<file path="src/rtl/pipe_reg_stage.sv">
// ---------------------------------------------------------------------------
// pipe_reg_stage
//   Chain of DEPTH pipeline registers carrying a valid bit, a payload and a
//   control field. Every stage can be held by a common stall or turned into
//   a bubble on its own by a per-stage flush bit. The outputs come straight
//   from the last stage, so there is no combinational path from input to
//   output.
//
//   Optional feature macro: PIPE_STATS_EN
//     When defined, adds saturating 16-bit stall and flush event counters.
//
// Parameters
//   DATA_W  payload width (result, read data, rd, pc+4)
//   CTRL_W  control width (reg_write, result_src[1:0])
//   DEPTH   number of chained stages, 1..4
//
// Ports
//   clk          sole clock, rising edge
//   rst_n        synchronous active-low reset
//   valid_i      stage-0 input carries a real instruction
//   data_i       payload into stage 0
//   ctrl_i       control into stage 0 (masked to zero when valid_i=0)
//   stall_i      hold every stage that is not being flushed
//   flush_i      per-stage bubble request, bit k targets stage k
//   valid_o      last-stage valid
//   data_o       last-stage payload
//   ctrl_o       last-stage control, zero whenever valid_o=0
//   occ_o        number of valid stages
//   stall_cnt_o  (PIPE_STATS_EN) edges stalled with a non-empty pipe
//   flush_cnt_o  (PIPE_STATS_EN) valid stages killed by flush
// ---------------------------------------------------------------------------
module pipe_reg_stage #(
  parameter int DATA_W = 101,
  parameter int CTRL_W = 3,
  parameter int DEPTH  = 1
) (
  input  logic                         clk,
  input  logic                         rst_n,
  input  logic                         valid_i,
  input  logic [DATA_W-1:0]            data_i,
  input  logic [CTRL_W-1:0]            ctrl_i,
  input  logic                         stall_i,
  input  logic [DEPTH-1:0]             flush_i,
  output logic                         valid_o,
  output logic [DATA_W-1:0]            data_o,
  output logic [CTRL_W-1:0]            ctrl_o,
  output logic [$clog2(DEPTH+1)-1:0]   occ_o
`ifdef PIPE_STATS_EN
  ,
  output logic [15:0]                  stall_cnt_o,
  output logic [15:0]                  flush_cnt_o
`endif
);

  localparam int OCC_W = $clog2(DEPTH+1);

  // Stage state
  logic [DEPTH-1:0]             r_valid;
  logic [DEPTH-1:0][DATA_W-1:0] r_data;
  logic [DEPTH-1:0][CTRL_W-1:0] r_ctrl;

  // What each stage loads when it advances
  logic [DEPTH-1:0]             w_src_valid;
  logic [DEPTH-1:0][DATA_W-1:0] w_src_data;
  logic [DEPTH-1:0][CTRL_W-1:0] w_src_ctrl;

  logic [OCC_W-1:0]             w_occ;

  genvar gi;
  generate
    for (gi = 0; gi < DEPTH; gi++) begin : g_src
      if (gi == 0) begin : g_head
        // Masking here keeps the invariant that an invalid stage has zero
        // control, so a bubble can never raise reg_write downstream.
        assign w_src_valid[gi] = valid_i;
        assign w_src_data[gi]  = data_i;
        assign w_src_ctrl[gi]  = ctrl_i & {CTRL_W{valid_i}};
      end else begin : g_body
        assign w_src_valid[gi] = r_valid[gi-1];
        assign w_src_data[gi]  = r_data[gi-1];
        assign w_src_ctrl[gi]  = r_ctrl[gi-1];
      end
    end
  endgenerate

  // Flush beats stall on a per-stage basis; data of a flushed stage is left
  // as is since nothing downstream looks at it once valid is low.
  always_ff @(posedge clk) begin
    if (!rst_n) begin
      r_valid <= '0;
      r_data  <= '0;
      r_ctrl  <= '0;
    end else begin
      for (int k = 0; k < DEPTH; k++) begin
        if (flush_i[k]) begin
          r_valid[k] <= 1'b0;
          r_ctrl[k]  <= '0;
        end else if (!stall_i) begin
          r_valid[k] <= w_src_valid[k];
          r_data[k]  <= w_src_data[k];
          r_ctrl[k]  <= w_src_ctrl[k];
        end
      end
    end
  end

  always_comb begin
    w_occ = '0;
    for (int k = 0; k < DEPTH; k++) begin
      w_occ = w_occ + OCC_W'(r_valid[k]);
    end
  end

  assign valid_o = r_valid[DEPTH-1];
  assign data_o  = r_data[DEPTH-1];
  assign ctrl_o  = r_ctrl[DEPTH-1];
  assign occ_o   = w_occ;

`ifdef PIPE_STATS_EN
  logic [15:0]      r_stall_cnt;
  logic [15:0]      r_flush_cnt;
  logic [OCC_W-1:0] w_kill_cnt;
  logic [16:0]      w_flush_sum;

  // Stages killed this edge: valid before the edge and targeted by flush.
  always_comb begin
    w_kill_cnt = '0;
    for (int k = 0; k < DEPTH; k++) begin
      w_kill_cnt = w_kill_cnt + OCC_W'(r_valid[k] & flush_i[k]);
    end
  end

  assign w_flush_sum = {1'b0, r_flush_cnt} + 17'(w_kill_cnt);

  always_ff @(posedge clk) begin
    if (!rst_n) begin
      r_stall_cnt <= '0;
      r_flush_cnt <= '0;
    end else begin
      if (stall_i && (w_occ != '0) && (r_stall_cnt != 16'hFFFF)) begin
        r_stall_cnt <= r_stall_cnt + 16'd1;
      end
      // A multi-stage kill can jump past the top, so clamp on the carry.
      r_flush_cnt <= w_flush_sum[16] ? 16'hFFFF : w_flush_sum[15:0];
    end
  end

  assign stall_cnt_o = r_stall_cnt;
  assign flush_cnt_o = r_flush_cnt;
`else
  // Statistics counters are not built; the pipeline above is unchanged.
`endif

endmodule
</file>
<file path="config.mk">
export PLATFORM = sky130hd
export DESIGN_NAME = pipe_reg_stage
export DESIGN_NICKNAME = d
export VERILOG_FILES = /design/src/rtl/pipe_reg_stage.sv
export SDC_FILE = /design/constraint.sdc
export NUM_CORES = 1
export LEC_CHECK = 0
export BUFFER_PORTS_ARGS = -buffer_cell sky130_fd_sc_hd__buf_2
export CAP_MARGIN = 20
export CORE_MARGIN = 5
export CORE_UTILIZATION = 25
export DETAILED_ROUTE_END_ITERATION = 12
export PLACE_DENSITY = 0.59
export SLEW_MARGIN = 15
export SYNTH_ARGS = -nofsm -noshare
export SYNTH_HDL_FRONTEND = slang
export SYNTH_SLANG_ARGS = --single-unit
</file>
<file path="constraint.sdc">
create_clock -name clk -period 1.75 [get_ports clk]
set_clock_uncertainty 0.2 [all_clocks]
set_input_delay 0.35 -clock clk [delete_from_list [all_inputs] [get_ports clk]]
set_output_delay 0.35 -clock clk [all_outputs]
set_load 0.005 [all_outputs]
</file>
Yosys cells after proc, flatten, opt, wreduce, memory -nomap -nowiden
Cells that the tools add are included.

Mux-type cells: 0. Reduce and logical (&&, ||, !) cells: 2. Magnitude comparators: 0. Eq/ne operators: 0. Bitwise gates (word level): 4. Shifts and indexed selects: 0. Multiply operators: 0. Div/mod/pow operators: 0. Add/sub/neg operators: 0.

Operator list (count): $and 3x3->3 (1); $not 1->1 (3); $reduce_and 2->1 (1); $reduce_or 2->1 (1).

RAM bits: 0. Bits in registers: 105. Bits in latches: 0. Output and inout port bits: 106. Word-level logic and storage cells: 9. Memories: 0. ROM bits: 0.

Longest topological paths before layout
Word-level depth: 2. Gate-level depth with buffers: 5. Depth with buffers taken out: 2.

Least setup slack after synthesis
OpenSTA, ideal clock, no wires.

Kind: input -> register. Start: in stall_i. End: reg r_data (netlist bit data_o[0]). Library setup time: 0.070 ns. Slack: 0.296 ns. Cell stages on the path: 5. Path buffers: 3. Data arrival time: 1.183 ns. Cell sequence: buf_6 buf_8 buf_6 or3b_1 a21oi_1.

Longest elaborated chain between the ends: 2.

Ends and longest elaborated chain: start: declaration (line 42) `input logic stall_i,`; $not 1->1 (no source line); $reduce_and 2->1 (no source line); end signal: indexed assignment (line 100) `r_data[k] <= w_src_data[k];`; end: declaration (line 59) `logic [DEPTH-1:0][DATA_W-1:0] r_data;`.

Every way passes these cells. A chain may end at the register's enable or synchronous reset.

Worst setup path in the final report
Start: reg r_data (netlist bit data_o[38]). End: out data_o[38].

RTL lines: end: declaration (line 45) `output logic [DATA_W-1:0] data_o,`.

No word-level cell between the ends.

==> impl_metrics.toml <==
[run_status]
status = "completed"

[power_and_ir_drop]
power-per-cell-area_mw_per_mm2 = 915
p_leak_uw = 0.00262
ir_drop_mv = 0.444

[yosys]
synthesis.nets = 587
synth_top_family_by_area = "compound AO/OA/AOI/OAI gates"
netlist_area_mm2 = 0.00439
syn_inst = 478
synthSimpleGateAreaFrac_pct = 21.2
seq_area_frac_synth_pct = 47.9
avgSynthCellArea_um2 = 9.18
synth_seq_cells = 105
synth_compound_area_share_pct = 23.4
yosys_warnings = 0
synth.distinct_cells = 16
synthXorXnorAreaFrac_pct = 0
muxShareOfSynthArea_pct = 0.228
synthAdderAreaFrac_pct = 0

[sta]
period_share_pct = 78.5
period_minus_slack_ns = 1.37
rsz0062_at_grt = "false"
timing.slew.headroom_pct = 78.8
finalSetupViolations = 0
hold_ws_ns = 0.0828
fmax_mhz = 728
tns_ns = 0
finalHoldViolations = 0
worst_pin_slew_ns = 0.318
drv_slew = 0

[clock_network]
clkLatencyLatePin_ns = 0.34
cts_setup_buffers = 0
clk_pin_slew_ns = 0.07
cts_buffer_depth = 2
cts_tree = "built"
cts_buffers = 9
clock-sinks = 105
cts_root_buf = "clkbuf_16"
ctsResizeCount = 0
cts_max_level = 3
postCtsHoldBufs = 0

[placed_design]
dpl.hpwl_um = 8940
place_congestion = 0.742
placement.io_buffers = 214

[drt]
ant_nets = 0
wl_per_cell_um = 14.3
firstDrtPassIters = 4
vias = 4069
route.detailed.drc = 0
wirelength_um = 12800
drt_iter0_markers = 176
viasPerCell = 4.56

[global_route]
grt-ovfl-total = 0
antenna_found_initial = 3
grt_max_degree = 57
grt_pass1_vias = 3769
grt_pass1_wl_um = 19900
grtUsageTotal_pct = 12.2

[worst_setup_path]
rrSetupSlack_ns = 0.91
crit_chain = "buf_2"
cp.arrival_ns = 0.82
crit_path_end_kind = "primary output"
worst_setup_path_start_kind = "register"
rr_endpoint = "data_o[90]$_SDFFE_PN0P_"
required_ns = 1.20
r2r_start = "data_o[90]$_SDFFE_PN0P_"
cp_num_buf_inv = 1
path_max_fanout = 2
critPathMaxStageDelay_ns = 0.34
r2r_cells = 2
path_class = "reg -> out"
critPathSlowestCell = "dfxtp_1"
critical-path-top-delay-family = "flip-flops"

[worst_hold_path]
min_path_type = "in -> reg"
worstHoldStart = "ctrl_i[0]"
whs_path_depth = 3
hold_end = "ctrl_o[0]$_SDFFE_PP0N_"

[final_layout]
final_cell_mix = "212 x buf_2, 105 x dfxtp_1, 104 x a21oi_1"
areaGrowthSynthToFinish_pct = 37.5
final_common_cell = "buf_2"
layout.nets = 770
layout-drive-gt1-share_pct = 36.8

[die]
die_x_um = 142
io_pins = 215
start_util_pct = 25.5
core_area_mm2 = 0.0172
rows = 48
die_height_um = 142
die_area_mm2 = 0.0203

[run]
max_cap_violations = 0
where the power goes:
group          switching [uW]  internal [uW]  total [uW]
clock                     889           1440        2330
sequential               45.9           2500        2540
combinational             321            326         647
worst min-delay path, cell delays in order:
cell and delay (ns):
buf_2 0.09, nand3b_1 0.07, a21oi_1 0.06
area by class of cell:
class / instances / area [um^2]
fillers: 1818 / 11200
flip-flops and latches: 105 / 2100
multi-input cells: 315 / 1960
repair buffers: 229 / 1330
well taps: 225 / 282
clock buffers: 11 / 243
clock inverters: 5 / 103
inverters: 1 / 5.00
diodes: 2 / 5.00
how the worst max path moves through the flow:
stage,from,to,slack (ns),cells after the start
6_report,data_o[38]$_SDFFE_PN0P_,data_o[38],0.38,1
5_1_grt,data_o[38]$_SDFFE_PN0P_,data_o[38],0.32,1
4_1_cts,data_o[38]$_SDFFE_PN0P_,data_o[38],0.34,1
3_5_place_dp,stall_i,data_o[96]$_SDFFE_PN0P_,0.16,4
3_3_place_gp,stall_i,data_o[4]$_SDFFE_PN0P_,0.18,4
2_1_floorplan,stall_i,data_o[0]$_SDFFE_PN0P_,0.30,5
cells in the mapped netlist:
cell	n	area share [%]
buf_2	4	0.46
nand2_1	3	0.26
buf_6	11	2.8
a21oi_1	104	12
or3b_1	101	20
nor2_1	1	0.085
clkbuf_1	40	3.4
buf_4	1	0.17
mux2i_1	1	0.23
nand3b_1	3	0.51
nand2b_1	1	0.14
o21ai_1	29	3.3
dfxtp_1	105	48
inv_1	1	0.085
o21ai_0	72	8.2
buf_8	1	0.34
flip-flops by register name, indices dropped and copies added, names as in the netlist:
signal   flops
data_o     101
ctrl_o       3
valid_o      1
kinds of logic after synthesis:
logic type | Yosys count
DFF | 105
buffers and inverters | 58
muxes | 1
and+or+nand+nor | 109
AOI/OAI and AO/OA | 205
layer usage:
layer	vias up	global-route usage (%)	share of wire, %	wire length, um
met5	-	0	0.25	32
met4	4	5.35	2.2	286
met3	22	4.67	9.3	1190
met2	121	19.6	46	5930
met1	1807	14.6	42	5340
li1	2115	-	-	-
stage by stage:
step / power (uW) / cells / area (um^2) / setup WS (ns) / utilization [%]
6_report: 5510 / 893 / 6030 / 0.376 / 35.0
5_1_grt: 5810 / 892 / 6030 / 0.320 / 35.0
4_1_cts: 5640 / 891 / 6020 / 0.341 / 35.0
3_5_place_dp: 3260 / 875 / 5680 / 0.160 / 32.9
3_3_place_gp: 3250 / 875 / 5680 / 0.178 / 32.9
2_1_floorplan: 2930 / 478 / 4390 / 0.296 / -
Power figures use the tool's default switching activity.
